### src/rtl/reg_ctx_swap_ctrl.sv
// reg_ctx_swap_ctrl: sequences a context save (RF -> RM slot) or restore (RM slot -> RF),
// one register at a time, stalling the pipeline for the whole transfer.
module reg_ctx_swap_ctrl #(
    parameter int NUM_REGS = 32,
    parameter int ADDR_W   = 5,
    parameter int DATA_W   = 32,
    parameter int SLOT_W   = 2,
    parameter bit SKIP_X0  = 1'b1
) (
    input  logic                     clk_i,
    input  logic                     rst_ni,
    input  logic                     save_req_i,
    input  logic                     restore_req_i,
    input  logic [SLOT_W-1:0]        slot_i,
    output logic                     busywait_o,
    output logic                     done_o,
    output logic [ADDR_W-1:0]        rf_addr_o,
    input  logic [DATA_W-1:0]        rf_readdata_i,
    output logic [DATA_W-1:0]        rf_writedata_o,
    output logic                     rf_write_o,
    output logic [SLOT_W+ADDR_W-1:0] rm_addr_o,
    output logic [DATA_W-1:0]        rm_writedata_o,
    input  logic [DATA_W-1:0]        rm_readdata_i,
    output logic                     rm_read_o,
    output logic                     rm_write_o,
    input  logic                     rm_busywait_i
);
    typedef enum logic [2:0] {IDLE, SV_RD, SV_WR, RS_RD, RS_WR, FIN} state_t;
    localparam logic [ADDR_W-1:0] FIRST_IDX = SKIP_X0 ? ADDR_W'(1) : '0;
    localparam logic [ADDR_W-1:0] LAST_IDX  = ADDR_W'(NUM_REGS - 1);
    state_t              state_q, state_d;
    logic [ADDR_W-1:0]   idx_q, idx_d;
    logic [SLOT_W-1:0]   slot_q, slot_d;
    logic [DATA_W-1:0]   data_q, data_d;
    logic                last;
    assign last = idx_q == LAST_IDX;
    always_ff @(posedge clk_i or negedge rst_ni) begin
        if (!rst_ni) begin
            state_q <= IDLE;
            idx_q   <= '0;
            slot_q  <= '0;
            data_q  <= '0;
        end else begin
            state_q <= state_d;
            idx_q   <= idx_d;
            slot_q  <= slot_d;
            data_q  <= data_d;
        end
    end
    always_comb begin
        state_d        = state_q;
        idx_d          = idx_q;
        slot_d         = slot_q;
        data_d         = data_q;
        done_o         = 1'b0;
        rf_addr_o      = '0;
        rf_writedata_o = '0;
        rf_write_o     = 1'b0;
        rm_addr_o      = '0;
        rm_writedata_o = '0;
        rm_read_o      = 1'b0;
        rm_write_o     = 1'b0;
        case (state_q)
            IDLE: begin
                if (save_req_i || restore_req_i) begin
                    slot_d  = slot_i;
                    idx_d   = FIRST_IDX;
                    state_d = save_req_i ? SV_RD : RS_RD;
                end
            end
            SV_RD: begin
                rf_addr_o = idx_q;
                data_d    = rf_readdata_i;
                state_d   = SV_WR;
            end
            SV_WR: begin
                rm_write_o     = 1'b1;
                rm_addr_o      = {slot_q, idx_q};
                rm_writedata_o = data_q;
                if (!rm_busywait_i) begin
                    state_d = last ? FIN : SV_RD;
                    idx_d   = last ? idx_q : idx_q + ADDR_W'(1);
                end
            end
            RS_RD: begin
                rm_read_o = 1'b1;
                rm_addr_o = {slot_q, idx_q};
                if (!rm_busywait_i) begin
                    data_d  = rm_readdata_i;
                    state_d = RS_WR;
                end
            end
            RS_WR: begin
                rf_write_o     = 1'b1;
                rf_addr_o      = idx_q;
                rf_writedata_o = data_q;
                state_d        = last ? FIN : RS_RD;
                idx_d          = last ? idx_q : idx_q + ADDR_W'(1);
            end
            FIN: begin
                done_o  = 1'b1;
                state_d = IDLE;
            end
            default: state_d = IDLE;
        endcase
    end
    // Stall starts combinationally with the request so the pipeline never slips a cycle.
    assign busywait_o = rst_ni && ((state_q != IDLE && state_q != FIN) ||
                                   (state_q == IDLE && (save_req_i || restore_req_i)));
endmodule

### config.mk
export PLATFORM = sky130hd
export DESIGN_NAME = reg_ctx_swap_ctrl
export DESIGN_NICKNAME = d
export VERILOG_FILES = /design/src/rtl/reg_ctx_swap_ctrl.sv
export SDC_FILE = /design/constraint.sdc
export NUM_CORES = 1
export LEC_CHECK = 0
export BUFFER_PORTS_ARGS = -buffer_cell sky130_fd_sc_hd__buf_2
export CAP_MARGIN = 20
export CORE_ASPECT_RATIO = 1.25
export CORE_MARGIN = 8
export CORE_UTILIZATION = 44
export DETAILED_ROUTE_END_ITERATION = 12
export GPL_ROUTABILITY_DRIVEN = 0
export PLACE_DENSITY = 0.81
export REMOVE_ABC_BUFFERS = 1
export SLEW_MARGIN = 10
export SYNTH_ARGS = -nofsm -noshare
export SYNTH_HDL_FRONTEND = slang
export SYNTH_SLANG_ARGS = --single-unit
### constraint.sdc
create_clock -name clk_i -period 2.4 [get_ports clk_i]
set_input_delay 0.6 -clock clk_i [delete_from_list [all_inputs] [get_ports clk_i]]
set_output_delay 0.6 -clock clk_i [all_outputs]
set_load 0.02 [all_outputs]
### Word level (Yosys, flattened, before mapping)

Index checks and enable logic that the tools add are counted.
Widths: inputs -> output; s select.

| word-level totals | value |
|---|---|
| register bits | 42 |
| logic and storage cells | 51 |
| input port bits | 71 |

| cells by class | value |
|---|---|
| reduce and logical (&&, ||, !) cells | 15 |
| add/subtract/negate cells | 1 |
| multiplexer cells | 21 |
| equality and inequality tests | 10 |

Operators with widths:

| operator | count |
|---|---|
| $mux 32 | 3 |
| $pmux 32 s2 | 1 |
| $mux 5 | 4 |
| $mux 3 | 5 |
| $pmux 3 s5 | 1 |
| $pmux 5 s3 | 1 |
| $mux 7 | 1 |
| $eq 3x2->1 const B | 2 |
| $eq 3x3->1 const B | 2 |
| $reduce_and 3->1 | 2 |
| $reduce_bool 3->1 | 2 |
| $add 5x1->5 const B | 1 |
| $eq 5x5->1 const B | 1 |
| $mux 1 | 4 |
| $ne 2x2->1 const B | 2 |
| $reduce_and 2->1 | 2 |
| $reduce_or 2->1 | 2 |
| $eq 3x1->1 const B | 1 |
| $logic_and 1x1->1 | 3 |
| $logic_not 3->1 | 1 |
| $ne 3x3->1 const B | 1 |
| $logic_or 1x1->1 | 2 |
| $mux 2 | 1 |
| $ne 2x1->1 const B | 1 |
| $reduce_bool 2->1 | 1 |

### Logic depth before layout (Yosys ltp)

| logic depth | value |
|---|---|
| depth after elaboration | 4 |
| mapped depth | 7 |
| depth with buffers taken out | 7 |

### Least setup slack after synthesis

Ideal clock, no wire load.

| timing | value |
|---|---|
| path kind | register to output |
| start | register state_q[1] |
| end | output rf_writedata_o[10] |
| required time | 1.800 ns |
| stages on the path, launching flop included | 6 |
| data arrival time | 1.529 ns |
| slack | 0.271 ns |
| path through | dfrtp_1 -> buf_4 -> nand2b_1 -> nor2_1 -> clkbuf_1 -> and2_1 |

| on the way | value |
|---|---|
| cells in the longest elaborated chain, start to end | 2 |

Ends and longest elaborated chain:

| item | line | source |
|---|---|---|
| start, declared | 31 | `state_t state_q, state_d;` |
| start signal, assigned | 44 | `state_q <= state_d;` |
| $eq 3x3->1 | 63 | `case (state_q)` |
| $mux 32 | 63 |  |
| end, declared | 19 | `output logic [DATA_W-1:0] rf_writedata_o,` |

No other way between the ends.

### Worst setup path after layout

| timing | value |
|---|---|
| start | register state_q[1] |
| end | output rf_writedata_o[24] |

Same word-level chain as after synthesis.

==> qor.txt <==
first-pass GRT wire length -> 11.9 mm
drt drc -> 0
Vias -> 2445
drt via density -> 4.92
First-pass DRT Iterations -> 4
power consumption -> 0.00386 W
vias in the first global route -> 2641
fill count -> 519
Root Buffer -> clkbuf_8
Netlist cell types -> 36
Total GRT Usage -> 17.0%
Hold/Removal Path Class -> in2async
Initial Util -> 45.0%
synthesized cell area -> 2580 sq um
final hold vios -> 0
sequential area share after synthesis -> 40.7%
Ys Warns -> 0
fin crit share -> 94.2%
Seq pwr share -> 34.1%
dpl hpwl -> 5.95 mm
syn_area_per_cell -> 9.13 sq um
Inserted Diodes -> 0
power share of the combinational group -> 54.1%
Rows -> 31
min Tclk post-route -> 2260 ps
switching power -> 0.00173 W
Int Pwr -> 0.00213 W
WS Path Type -> reg2out
Final Max Slew Viols -> 0
synthesized flop and latch total -> 42
die width -> 84.5 microns
Post-synth top flop -> dfrtp_1
Setup WS post-layout -> 139 ps
RSZ-0062 raised after global routing -> false
Sink Count -> 42
Final TNS setup -> 0 ps
number of buffers created by CTS -> 5
Core Area -> 5740 sq um
clock share of power -> 11.8%
Worst Clk Skew -> 6.09 ps
hold_buf cts -> 0
share of the synthesized area in the top cell type -> 40.7%
number of synthesized flops with an enable pin -> 0
crit end category -> primary output
worst-margin pin slew -> 528 ps
cell count after synthesis -> 283
htree depth -> 2
Area contributors post-synth -> dfrtp_1, and2_1, mux2i_1
pre-CTS setup slack -> 359 ps
worst skew pair latency -> 290 ps
Boundary Pins -> 152
Post-DRT Antenna Nets -> 0
routed len/inst -> 14.9 microns
CTS tree -> yes
Reg clk slew, reported paths -> 80 ps
Startpoint Class -> flop
leakage power -> 1.90 nW
most frequent cell after synthesis -> and2_1
Setup Buffers After CTS -> 0
status -> finished, final reports clean
buffers added on ports -> 151
GR Overflow Total -> 0
die area -> 8600 sq um
critical path required time -> 1800 ps
switching power share of the total -> 44.9%
Async SR Flop Fraction -> 100%
pin count of the biggest net entering global routing -> 49
share of cells above drive strength 1 -> 41.8%
# nets final -> 503
area leader, netlist -> dfrtp_1
CTS max path bufs -> 2
initial antenna violation count -> 0
pwr/cell area -> 1110 nW/um^2
Iter 0 DRT Violations -> 109
chip height -> 102 microns
Worst VDD drop -> 0.000709 V
max_cap viols -> 0
critical path fanouts, max -> 33
Post-CTS Resized -> 0
critical path arrival -> 1660 ps
Post-synth top cells -> and2_1, dfrtp_1, nand2_1, o21ai_0, mux2i_1
Setup-failing EPs final -> 0
final WL -> 7.42 mm
max frequency -> 442 MHz
Hold Slack -> 390 ps
Area Growth Syn to Fin -> 34.7%
Max-Slew Margin vs Limit -> 64.8%
-- cell families (layout without fill, tap and decap cells) --
group	Yosys count	count (layout)	share of synthesized area (%)
fa+ha+maj	2	2	0.968
buf+inv	22	170	4.79
simple gates	131	131	28.4
xor+xnor	1	1	0.339
mux	34	34	13.3
compound gates	51	51	11.5
flops	42	42	40.7
-- area by class of cell --
| cell class | instances | area (sq um) | area share (%) |
|---|---|---|---|
| timing repair buffer | 160 | 831 | 23.9 |
| multi-input combinational | 219 | 1410 | 40.6 |
| tap | 66 | 82.6 | 2.37 |
| clock buffer | 7 | 86.3 | 2.48 |
| clock inverter | 1 | 5.00 | 0.144 |
| sequential | 42 | 1050 | 30.3 |
| inverter | 2 | 7.51 | 0.216 |
-- stage by stage --
stage	utilization [%]	area (sq um)	cells
finish	60.6	3480	497
global route	60.6	3480	497
CTS	60.4	3470	497
detailed placement	58.8	3380	489
global placement	58.8	3380	489
floorplan	-	2470	263
-- flip-flops by register name (all words and copies together) (netlist names) --
signal and flops:
data_q 32, idx_q 5, slot_q 2, state_q 3
-- routing by layer --
layer,track usage [%],part of all wire (%),vias to the layer above
li1,-,-,1238
met1,16.6,38,1104
met2,31.8,52,97
met3,7.22,9.1,6
met4,5.49,0.88,0
met5,0,0,-
-- power groups by stage --
stage	sequential (W)	clock [W]	combinational (W)
final	0.00132	0.000457	0.00209
after global routing	0.00137	0.000511	0.00231
after floorplan	0.00124	0	0.00145
after detailed placement	0.00133	0	0.00212
after CTS	0.00132	0.000477	0.00212
after global placement	0.00131	0	0.00205
-- cells in the final DEF, fill, tap and decap left out, types with 2 or more instances in the layout --
cell type  netlist  routed
mux2i_1         32      32
o21a_1           2       2
nor2_1           3       2
buf_4            2       8
o21ai_0         35      35
a21oi_1          5       5
nor2b_1          2       2
a22o_1           2       2
mux2_2           2       2
buf_2            3     151
and3_1           2       2
and2_1          78      77
nand2_1         35      35
ha_1             2       2
inv_1            2       2
dfrtp_1         42      39
nor3_1           2       2
clkbuf_8         0       6
dfrtp_2          0       3
-- path summary, 6_finish.rpt --
kind / from / endpoint / slack (ps) / cells after the start
min in group clk_i: data_q[31] / data_q[31] / 490 / 2
max reg2reg: idx_q[0] / idx_q[3] / 400 / 7
min: rst_ni / slot_q[0] / 390 / 2
min reg2reg: data_q[31] / data_q[31] / 490 / 2
max: state_q[1] / rf_writedata_o[24] / 140 / 5
max in group asynchronous: rst_ni / state_q[0] / 1630 / 2
-- worst max-delay path, stage by stage, from the launching register on --
cell and delay (ps):
dfrtp_2 460, nand2b_1 210, nor2_2 180, buf_8 210
and2_1 150, buf_2 160
Power figures use the tool's default switching activity.
